## src/rtl/mlp.sv

```systemverilog
// Fixed-weight two-layer perceptron: 16 unsigned 2-bit features, 4 hidden ReLU neurons,
// one thresholded output neuron. The hidden layer is accumulated one feature per clock.
module mlp #(
    parameter int N_IN     = 16,
    parameter int IN_W     = 2,
    parameter int N_HIDDEN = 4,
    parameter int ACC_W    = 8,
    parameter int THRESH   = 0
) (
    input  logic            clk,
    input  logic            rst,
    input  logic [IN_W-1:0] data [N_IN-1:0],
    input  logic            new_data,
    output logic            output_ready,
    output logic            mlp_output
);

    localparam int IDX_W = (N_IN > 1) ? $clog2(N_IN) : 1;
    localparam logic signed [ACC_W-1:0] L_THRESH = ACC_W'(THRESH);
    localparam logic [IDX_W-1:0] L_LAST_IDX = IDX_W'(N_IN - 1);

    typedef enum logic [1:0] {IDLE, ACCUM, OUTPUT, DONE} state_t;

    state_t                   r_state;
    logic [IN_W-1:0]          r_data [N_IN-1:0];
    logic [IDX_W-1:0]         r_idx;
    logic signed [ACC_W-1:0]  r_acc [N_HIDDEN-1:0];

    logic signed [ACC_W-1:0]  w_x;
    logic signed [ACC_W-1:0]  w_term [N_HIDDEN-1:0];
    logic signed [ACC_W-1:0]  w_relu [N_HIDDEN-1:0];
    logic signed [ACC_W-1:0]  w_sum;

    // Hidden weight for neuron h at feature i is +1 when (i+h) mod 4 < 2, else -1.
    always_comb begin
        w_x = {{(ACC_W-IN_W){1'b0}}, r_data[r_idx]};
        for (int h = 0; h < N_HIDDEN; h++) begin
            w_term[h] = (((int'(r_idx) + h) % 4) < 2) ? w_x : -w_x;
        end
    end

    // Output neuron: ReLU each hidden sum, then alternate +1/-1 output weights.
    always_comb begin
        w_sum = '0;
        for (int h = 0; h < N_HIDDEN; h++) begin
            w_relu[h] = r_acc[h][ACC_W-1] ? '0 : r_acc[h];
            if ((h % 2) == 0) begin
                w_sum = w_sum + w_relu[h];
            end else begin
                w_sum = w_sum - w_relu[h];
            end
        end
    end

    always_ff @(posedge clk or negedge rst) begin
        if (!rst) begin
            r_state      <= IDLE;
            r_idx        <= '0;
            output_ready <= 1'b0;
            mlp_output   <= 1'b0;
            for (int i = 0; i < N_IN; i++) begin
                r_data[i] <= '0;
            end
            for (int h = 0; h < N_HIDDEN; h++) begin
                r_acc[h] <= '0;
            end
        end else begin
            case (r_state)
                IDLE, DONE: begin
                    if (new_data) begin
                        r_data       <= data;
                        r_idx        <= '0;
                        output_ready <= 1'b0;
                        r_state      <= ACCUM;
                        for (int h = 0; h < N_HIDDEN; h++) begin
                            r_acc[h] <= '0;
                        end
                    end
                end
                ACCUM: begin
                    for (int h = 0; h < N_HIDDEN; h++) begin
                        r_acc[h] <= r_acc[h] + w_term[h];
                    end
                    if (r_idx == L_LAST_IDX) begin
                        r_idx   <= '0;
                        r_state <= OUTPUT;
                    end else begin
                        r_idx <= r_idx + 1'b1;
                    end
                end
                OUTPUT: begin
                    mlp_output   <= (w_sum > L_THRESH);
                    output_ready <= 1'b1;
                    r_state      <= DONE;
                end
                default: r_state <= IDLE;
            endcase
        end
    end

endmodule

```

## config.mk

```make
export PLATFORM = sky130hd
export DESIGN_NAME = mlp
export DESIGN_NICKNAME = d
export VERILOG_FILES = /design/src/rtl/mlp.sv
export SDC_FILE = /design/constraint.sdc
export NUM_CORES = 1
export LEC_CHECK = 0
export CORE_MARGIN = 1
export CORE_UTILIZATION = 52
export DETAILED_ROUTE_END_ITERATION = 10
export HOLD_SLACK_MARGIN = 0.05
export PLACE_DENSITY = 0.72
export SYNTH_ARGS = -nofsm -noshare
export SYNTH_HDL_FRONTEND = slang
export SYNTH_SLANG_ARGS = --single-unit
```

## constraint.sdc

```tcl
create_clock -name clk -period 10.82 [get_ports clk]
set_input_delay 1.623 -clock clk [delete_from_list [all_inputs] [get_ports clk]]
set_output_delay 1.623 -clock clk [all_outputs]
set_load 0.02 [all_outputs]
```

==> results_dict.tcl <==
set metrics [dict create \
    outcome "finished clean" \
    crit_arrival_ns 4.36 \
    clk_path_buf_depth 2 \
    fin_worst_skew_ns 0.0141 \
    dpl_cell_area_sq_um 5720 \
    grt-ovfl-total 0 \
    root_buffer "clkbuf_8" \
    crit-reg2reg-launch "r_idx[0]$_DFFE_PN0P_" \
    min_period_over_period_pct 37.8 \
    fin_crit_ns 4.09 \
    n_antenna_cell 0 \
    hold_buffers 0 \
    stdcell_area_sq_um 5900 \
    synth_common_cells "72 x dfrtp_1, 47 x nand2_1, 44 x inv_1, 41 x ha_1, 34 x mux2_2" \
    yosysMostFrequentCell "dfrtp_1" \
    rows 36 \
    required_ns 11.10 \
    floorplan.die.height_microns 102 \
    synth.distinct_cells 50 \
    nFillCells 826 \
    finalCoreUtilization_pct 60.4 \
    core-area_sq_um 9770 \
    synth_edf_count 0 \
    criticalPathCategory "flip-flop to flip-flop" \
    cp-end-kind "flip-flop" \
    cap_violations 0 \
    worst_pin_slew_ns 0.944 \
    yosys-top-cells-area "dfrtp_1 34%, ha_1 9.8%, mux2_2 7.3%, fa_1 6.9%, mux4_1 4.0%" \
    ys_seq_area_share_pct 34.3 \
    worstHoldPathCells 1 \
    clk_latency_ns 0.35 \
    clock-sinks 72 \
    cp_cell_sequence "mux4_1 > mux4_2 > inv_1 > ha_1 > nand2b_1 > inv_1 > ha_1 > nor2b_1 > o21ai_0 > a21boi_0 > or4_1 > nand3_1" \
    postCtsSetupBuffers 0 \
    dp_hpwl_microns 8110 \
    antenna_left 0 \
    wl_per_cell_microns 15.9 \
    finalHoldViolCount 0 \
    syn_inst 523 \
    hold_start "r_data[24]$_DFFE_PN0P_" \
    finalMaxSlewViolations 0 \
    reg2reg_depth 12 \
    setup_violations 0 \
    vias_per_cell 5.71 \
    synth_top_area_cell "dfrtp_1" \
    htree_levels 3 \
    crit_family "multiplexers" \
    dr_total_vias 3954 \
    grt_pass1_vias 4000 \
    rsz0062_at_grt "no" \
    crit_path_max_incr_delay_ns 0.67 \
    grt_usage_pct 23.0 \
    drt_wl_total_microns 11000 \
    port-buffer-count 36 \
    ys_ff_latch 72 \
    pin_count 37 \
    cts_tree "yes" \
    yosys.area.top_type_share_pct 34.3 \
    antenna_found_initial 0 \
    grt_pass1_wl_microns 18500 \
    place_congestion 0.840 \
    drc_errors 0 \
    fin_nets 649 \
    fp.dieW_microns 102 \
    start_kind "flip-flop" \
    grt_max_degree 73 \
    max_freq_mhz 245 \
    synthArstFlopShare_pct 100 \
    synth_fp_nets 617 \
    synth_ff_type "dfrtp_1" \
    cts.repair.resized 0 \
    drtPass1Iterations 4 \
    areaGrowthSynthToFinish_pct 12.4 \
    drive_gt1_share_pct 10.7 \
    holdPathEnd "r_data[24]$_DFFE_PN0P_" \
    cts_made_buffers 9 \
    regToRegEndpoint "r_acc[6]$_DFFE_PN0P_" \
    cpMaxStageDelayCell "dfrtp_1" \
    drtIter0Drc 181 \
    die_area_sq_um 10500 \
    syn_area_sq_um 5250 \
    cp_max_fo 12 \
    regToRegSetupSlack_ns 6.73 \
    yosysWarningCount 0 \
    cp.buffers_inverters 2 \
    synth_area_per_cell_sq_um 10.0 \
    initial_core_util_pct 53.7 \
    clk_pin_slew_ns 0.08 \
    hold_class "flip-flop to flip-flop" \
    relSlewSlack_pct 37.1 \
    setup_tns_ns 0 \
]
how the worst max path moves through the flow:
stage	from	end	cells after the start
after floorplan	r_idx[1]$_DFFE_PN0P_	r_acc[15]$_DFFE_PN0P_	13
after global placement	r_idx[0]$_DFFE_PN0P_	r_acc[15]$_DFFE_PN0P_	11
after detailed placement	r_idx[0]$_DFFE_PN0P_	r_acc[15]$_DFFE_PN0P_	11
after CTS	r_idx[0]$_DFFE_PN0P_	r_acc[6]$_DFFE_PN0P_	12
after global routing	r_idx[0]$_DFFE_PN0P_	r_acc[6]$_DFFE_PN0P_	12
final	r_idx[0]$_DFFE_PN0P_	r_acc[6]$_DFFE_PN0P_	12
kinds of logic after synthesis:
kind of cell	share of synthesized area [%]
XOR/XNOR	2.50
AND/OR/NAND/NOR	15.1
buffers and inverters	4.74
multiplexers	12.3
flip-flops	34.3
adder cells (fa/ha/maj)	16.6
AO/OA/AOI/OAI	14.4
per-layer routing:
layer / GRT usage (%) / vias to the layer above / wire length [microns]
met4: 9.12 / 0 / 149
met1: 29.6 / 1957 / 5010
li1: - / 1924 / -
met5: 0 / - / 0
met3: 2.87 / 12 / 305
met2: 39.3 / 61 / 5520
flip-flops by register name, summed over array words and instances (netlist names):
register,cells
mlp_output,1
output_ready,1
r_acc,32
r_data,32
r_idx,4
r_state,2
cells in the final DEF, fill, tap and decap left out, types with 3 or more instances in the layout:
master / instances
inv_1: 44
mux4_1: 8
and3_1: 4
a211oi_1: 4
nor2_1: 18
a31oi_1: 4
o21ai_0: 33
a21o_1: 11
o31ai_1: 9
mux2i_1: 3
nor3_1: 9
a22o_1: 5
fa_1: 18
nand4_1: 4
ha_1: 41
clkdlybuf4s50_1: 35
nor2b_1: 13
o311ai_0: 3
mux2_2: 34
a21boi_0: 4
nand2_1: 47
xor2_1: 9
nand2b_1: 25
o21a_1: 8
buf_4: 4
nor3b_1: 6
dfrtp_1: 72
a21oi_1: 21
or4b_1: 3
xnor2_1: 6
or4_1: 4
clkbuf_8: 9
nand3_1: 13
worst register-to-register path, stage by stage (launching register included):
cell	delay, ns
dfrtp_1	0.67
mux4_1	0.63
mux4_2	0.55
inv_1	0.08
ha_1	0.29
nand2b_1	0.21
inv_1	0.15
ha_1	0.35
nor2b_1	0.14
o21ai_0	0.19
a21boi_0	0.17
or4_1	0.49
nand3_1	0.09
metrics by stage:
stage / hold WS, ns / worst slack, ns / std cells
2_1_floorplan: 0.469 / 7.19 / 523
3_3_place_gp: 0.479 / 6.86 / 677
3_5_place_dp: 0.488 / 6.76 / 677
4_1_cts: 0.508 / 6.70 / 693
5_1_grt: 0.519 / 6.49 / 693
6_report: 0.506 / 6.73 / 693
final cells by class:
class,instances,area (sq um),area share [%]
Clock buffer,9,124,2.10
Timing Repair Buffer,40,385,6.53
Inverter,44,165,2.80
Multi-Input combinational cell,388,3200,54.3
Sequential cell,72,1800,30.5
Tap cell,133,166,2.82
Clock inverter,7,55.1,0.933
Power is not shown: default switching activity piles up to over one toggle a cycle in this logic, so the estimate is an artifact.
